--- src/rtl/pulse_hs_rx_pkg.sv ---
// pulse_hs_rx_pkg
//   Definitions shared by both ends of the toggle req/ack handshake.
//   - FSM state codes: IDLE, WAIT_SPACE
//   - Synchroniser depth minimum and the check helper for it
//   - Receive buffer depth
package pulse_hs_rx_pkg;

    // Legacy-compatible state codes; the transmit end decodes the same values.
    localparam logic [0:0] IDLE       = 1'b0;
    localparam logic [0:0] WAIT_SPACE = 1'b1;

    // Fewer than two flops gives no metastability settling time.
    localparam int unsigned SYNC_MIN  = 2;

    localparam int unsigned BUF_DEPTH = 2;

    function automatic logic sync_stages_ok(input int unsigned n);
        return n >= SYNC_MIN;
    endfunction

endpackage

--- src/rtl/pulse_hs_rx_bit_sync.sv ---
// bit_sync
//   Multi-flop single-bit synchroniser with asynchronous active-low reset to 0.
//   Ports:
//     clk_i    in   destination-domain clock
//     rst_n_i  in   asynchronous active-low reset
//     d_i      in   asynchronous input bit
//     q_o      out  synchronised bit (last stage)
module bit_sync #(
    parameter int unsigned STAGES = 2
) (
    input  logic clk_i,
    input  logic rst_n_i,
    input  logic d_i,
    output logic q_o
);

    logic [STAGES-1:0] sync_q;

    always_ff @(posedge clk_i or negedge rst_n_i) begin
        if (!rst_n_i) begin
            sync_q <= '0;
        end else begin
            sync_q <= {sync_q[STAGES-2:0], d_i};
        end
    end

    assign q_o = sync_q[STAGES-1];

endmodule

--- src/rtl/pulse_hs_rx.sv ---
// pulse_hs_rx
//   Receive end of a toggle req/ack handshake carrying a DW-bit word into clk_slow.
//   Each req_tgl level change is one word; the word is captured into a 2-entry
//   FWFT buffer and ack_tgl flips. When the buffer is full the ack is withheld
//   (WAIT_SPACE) so the source keeps req_data stable; a further req_tgl change
//   during that wait sets the sticky err_proto.
//   Ports:
//     clk_slow    in   receive clock
//     rst_n       in   asynchronous active-low reset
//     req_tgl     in   request toggle (async)
//     req_data    in   request word (async, stable until ack)
//     ack_tgl     out  acknowledge toggle
//     dout_valid  out  buffer head valid
//     dout_data   out  buffer head word
//     dout_ready  in   consumer accept
//     evt_cnt     out  captured word count (wraps)
//     busy        out  waiting for buffer space
//     err_proto   out  sticky protocol error
module pulse_hs_rx
    import pulse_hs_rx_pkg::*;
#(
    parameter int unsigned DW          = 8,
    parameter int unsigned SYNC_STAGES = 2,
    parameter int unsigned CNT_W       = 16
) (
    input  logic             clk_slow,
    input  logic             rst_n,
    input  logic             req_tgl,
    input  logic [DW-1:0]    req_data,
    output logic             ack_tgl,
    output logic             dout_valid,
    output logic [DW-1:0]    dout_data,
    input  logic             dout_ready,
    output logic [CNT_W-1:0] evt_cnt,
    output logic             busy,
    output logic             err_proto
);

    if (!sync_stages_ok(SYNC_STAGES)) begin : g_sync_stages_check
        $error("pulse_hs_rx: SYNC_STAGES must be at least %0d", SYNC_MIN);
    end

    logic             req_s;
    logic             req_d_q;
    logic             evt;
    logic [0:0]       state_q, state_d;
    logic [DW-1:0]    head_q, head_d;
    logic [DW-1:0]    tail_q, tail_d;
    logic [1:0]       count_q, count_d;
    logic             ack_q, ack_d;
    logic             err_q, err_d;
    logic [CNT_W-1:0] cnt_q, cnt_d;
    logic             pop;
    logic             space;
    logic             capture;

    bit_sync #(
        .STAGES (SYNC_STAGES)
    ) u_req_sync (
        .clk_i   (clk_slow),
        .rst_n_i (rst_n),
        .d_i     (req_tgl),
        .q_o     (req_s)
    );

    assign evt   = req_s ^ req_d_q;
    assign pop   = (count_q != 2'd0) & dout_ready;
    // A pop in the same cycle frees a slot, so a full buffer can still accept.
    assign space = (count_q < 2'(BUF_DEPTH)) | pop;

    always_comb begin
        state_d = state_q;
        err_d   = err_q;
        capture = 1'b0;
        unique case (state_q)
            IDLE: begin
                if (evt) begin
                    if (space) begin
                        capture = 1'b1;
                    end else begin
                        state_d = WAIT_SPACE;
                    end
                end
            end
            WAIT_SPACE: begin
                if (evt) begin
                    err_d = 1'b1;
                end
                if (space) begin
                    capture = 1'b1;
                    state_d = IDLE;
                end
            end
            default: state_d = IDLE;
        endcase
    end

    always_comb begin
        head_d  = head_q;
        tail_d  = tail_q;
        count_d = count_q;
        ack_d   = ack_q;
        cnt_d   = cnt_q;
        if (capture) begin
            ack_d = ~ack_q;
            cnt_d = cnt_q + CNT_W'(1);
        end
        unique case ({pop, capture})
            2'b10: begin
                count_d = count_q - 2'd1;
                if (count_q == 2'd2) begin
                    head_d = tail_q;
                end
            end
            2'b01: begin
                count_d = count_q + 2'd1;
                if (count_q == 2'd0) begin
                    head_d = req_data;
                end else begin
                    tail_d = req_data;
                end
            end
            2'b11: begin
                // Occupancy unchanged: the incoming word goes behind whatever remains.
                if (count_q == 2'd1) begin
                    head_d = req_data;
                end else begin
                    head_d = tail_q;
                    tail_d = req_data;
                end
            end
            default: ;
        endcase
    end

    always_ff @(posedge clk_slow or negedge rst_n) begin
        if (!rst_n) begin
            req_d_q <= 1'b0;
            state_q <= IDLE;
            head_q  <= '0;
            tail_q  <= '0;
            count_q <= '0;
            ack_q   <= 1'b0;
            err_q   <= 1'b0;
            cnt_q   <= '0;
        end else begin
            req_d_q <= req_s;
            state_q <= state_d;
            head_q  <= head_d;
            tail_q  <= tail_d;
            count_q <= count_d;
            ack_q   <= ack_d;
            err_q   <= err_d;
            cnt_q   <= cnt_d;
        end
    end

    assign ack_tgl    = ack_q;
    assign dout_valid = (count_q != 2'd0);
    assign dout_data  = head_q;
    assign evt_cnt    = cnt_q;
    assign busy       = (state_q == WAIT_SPACE);
    assign err_proto  = err_q;

endmodule
--- config.mk ---
export PLATFORM = sky130hd
export DESIGN_NAME = pulse_hs_rx
export DESIGN_NICKNAME = d
export VERILOG_FILES = /design/src/rtl/pulse_hs_rx_pkg.sv /design/src/rtl/pulse_hs_rx_bit_sync.sv /design/src/rtl/pulse_hs_rx.sv
export SDC_FILE = /design/constraint.sdc
export NUM_CORES = 1
export LEC_CHECK = 0
export ABC_CLOCK_PERIOD_IN_PS = 2640
export BUFFER_PORTS_ARGS = -buffer_cell sky130_fd_sc_hd__buf_2
export CORE_MARGIN = 2
export CORE_UTILIZATION = 44
export CTS_CLUSTER_DIAMETER = 80
export DETAILED_ROUTE_END_ITERATION = 8
export GPL_TIMING_DRIVEN = 0
export HOLD_SLACK_MARGIN = 0.12
export PLACE_DENSITY_LB_ADDON = 0.05
export SLEW_MARGIN = 10
export SYNTH_ARGS = -nofsm -noshare
export SYNTH_HDL_FRONTEND = slang
export SYNTH_SLANG_ARGS = --single-unit
export TNS_END_PERCENT = 1
--- constraint.sdc ---
create_clock -name clk_slow -period 2.64 [get_ports clk_slow]
set_clock_uncertainty 0.2 [all_clocks]
set_input_delay 0.264 -clock clk_slow [delete_from_list [all_inputs] [get_ports clk_slow]]
set_output_delay 0.264 -clock clk_slow [all_outputs]
set_load 0.02 [all_outputs]
==> results.json <==
{
  "syn_area_um2": 1846,
  "dp_hpwl_um": 2527,
  "grt_pass1_vias": 1255,
  "slowest_stage": "dfrtp_1",
  "period_minus_slack_ns": 2.485,
  "clkSlewWorstSetupHoldPaths_ns": 0.07,
  "slew_viol_final": 0,
  "slowest_delay_ns": 0.41,
  "io-pin-count": 40,
  "vdd_drop_max_v": 0.0004826,
  "grt_use_total_pct": 17.67,
  "yosysTopAreaCell": "dfrtp_1",
  "critPathLaunch": "count_q[1]",
  "grt_use_met3_pct": 5.844,
  "cts_root_buffer": "clkbuf_8",
  "vias": 1366,
  "hold_violations": 0,
  "met2_usage_pct": 28.37,
  "start_kind": "register",
  "yosysWarnings": 0,
  "gr-total-overflow": 0,
  "layout.nets": 234,
  "layout-drive-gt1-share_pct": 34.11,
  "power_leakage_uw": 0.001137,
  "finalCritPeriodShare_pct": 94.11,
  "viasPerCell": 5.174,
  "clock_latency_ns": 0.30,
  "grt_use_met1_pct": 22.19,
  "hold_start": "u_req_sync.sync_q[0]",
  "gp_congestion": 0.7883,
  "clockBufferDepth": 2,
  "setup_viol": 0,
  "grt_max_degree": 41,
  "final_cell_mix": "dfrtp_1, buf_2, xnor2_1, nor2_1, dlygate4sd3_1",
  "cp_max_fo": 6,
  "syn_inst": 153,
  "placed_area_um2": 2103,
  "clock.fmax_mhz": 402.5,
  "yosys.area.top_type_share_pct": 54.24,
  "drc": 0,
  "die_w_um": 68.77,
  "drtAntennaViolNets": 0,
  "cts_buffers": 5,
  "n_antenna_cell": 0,
  "wirelength_um": 3764,
  "hp-class": "register to register",
  "ys_seq_area_share_pct": 54.24,
  "row_count": 23,
  "power.density_nw_per_um2": 1210,
  "cp-end-kind": "register",
  "finalSetupTns_ns": 0,
  "cp.required_ns": 2.66,
  "syn2layout_area_growth_pct": 31.80,
  "syn_avg_cell_area_um2": 12.06,
  "ys_top_cells_by_area": "dfrtp_1, xnor2_1, ha_1",
  "port_buffers": 39,
  "cts_sinks": 40,
  "dieArea_um2": 4729,
  "finalInstanceArea_um2": 2432,
  "core_region_area_um2": 4029,
  "start_util_pct": 45.81,
  "grt_pass1_wl_um": 6030,
  "drt_pre_antenna_iters": 4,
  "wl_per_cell_um": 14.26,
  "timing.rr.start": "count_q[1]",
  "drt-initial-drc-count": 75,
  "timing.critical_path.arrival_ns": 2.50,
  "critical_path_class": "register to register",
  "antenna_found_initial": 0,
  "htree_levels": 2,
  "crit_chain": "inv_1 -> ha_1 -> nand2b_4 -> a2bb2oi_4 -> buf_12 -> inv_1 -> ha_1 -> a221oi_4 -> buf_6 -> nor2_1 -> a21oi_1",
  "drv_cap": 0,
  "status": "completed",
  "grt_busiest_layer": "met2",
  "die_height_um": 68.77,
  "slew-limit-headroom_pct": 41.28,
  "cts_tree": "yes",
  "synth.distinct_cells": 25,
  "worst_slew_pin_slew_ns": 0.8807,
  "ys_ff_latch": 40,
  "syn_nets": 174
}
cells in the mapped netlist:
| master | n |
|---|---|
| mux2_2 | 9 |
| clkbuf_1 | 1 |
| nor3_1 | 1 |
| a21o_2 | 1 |
| xnor2_1 | 15 |
| a221oi_4 | 1 |
| nand2_1 | 7 |
| a22oi_1 | 8 |
| xor2_1 | 2 |
| a2bb2oi_4 | 1 |
| dfrtp_1 | 40 |
| inv_1 | 7 |
| xor2_2 | 1 |
| o211ai_2 | 1 |
| nor2_1 | 12 |
| and3_1 | 6 |
| nand4_1 | 8 |
| o21ai_0 | 2 |
| ha_1 | 9 |
| nand3_1 | 7 |
| a21oi_1 | 8 |
| nand2b_1 | 2 |
| mux2i_1 | 2 |
| buf_8 | 1 |
| buf_2 | 1 |
registers in the layout, indices dropped and copies added, names as in the netlist:
signal	flops
err_proto	1
dout_data	8
count_q	2
u_req_sync.sync_q	2
evt_cnt	16
busy	1
tail_q	8
req_d_q	1
ack_tgl	1
area by class of cell:
cell class / instances / area, um2
multi-input combinational: 103 / 850.8
buffer: 2 / 31.28
timing repair buffer: 54 / 334.1
sequential: 40 / 1001
tap: 50 / 62.56
inverter: 7 / 26.28
clock buffer: 7 / 96.34
clock inverter: 1 / 30.03
fill: 335 / 1597
worst max-delay path: cells and delay by family (launching register included):
kind / cells / cell delay [ns]
fa+ha+maj: 2 / 0.42
buf+inv: 4 / 0.48
compound gates: 3 / 0.64
flops: 1 / 0.41
simple gates: 2 / 0.24
final timing paths:
kind / to / slack (ns) / cells past startpoint
max reg2reg: dout_data[6] / 0.16 / 11
max: dout_data[6] / 0.16 / 11
max in group asynchronous: tail_q[6] / 1.27 / 2
min reg2reg: u_req_sync.sync_q[1] / 0.15 / 0
min: u_req_sync.sync_q[1] / 0.15 / 0
min in group asynchronous: err_proto / 0.42 / 2
kinds of logic after synthesis:
logic type	synth area share, %
compound gates	9.967
buf+inv	2.711
simple gates	11.46
xor+xnor	8.950
mux	6.576
flops	54.24
fa+ha+maj	6.102
layer usage:
metal / share of wire, % / wire length (um)
met1: 44 / 1639
met2: 50 / 1865
met4: 1.8 / 69
met3: 5.0 / 189
met5: 0 / 0
report_power, final:
group / internal (uW) / total, uW / switching [uW]
clock network: 333 / 542 / 209
logic: 645 / 1410 / 766
registers: 830 / 991 / 161
total: 1810 / 2940 / 1140
repair_timing:
action / 4_1_cts / 5_1_grt
endpoints found under the setup margin: 16 / 16
pin swaps: 2 / 2
cloned: 0 / 1
gates resized for setup: 10 / 4
hold buffers: 10 / 0
hold endpoints to repair: 52 / 0
buffers inserted: 2 / 2
metrics by stage:
stage	std cells	hold slack, ns	util (%)	setup WS [ns]	total power [uW]
floorplan	153	-0.2316	-	0.06856	1879
global placement	242	0.1337	52.21	-0.3886	2169
detailed placement	242	0.1347	52.21	-0.4615	2228
CTS	261	0.1536	59.44	-0.008570	2899
global route	264	0.1600	60.37	-0.0002909	3154
finish	264	0.1514	60.37	0.1554	2944
No activity file was read; power rests on OpenSTA's default activity.
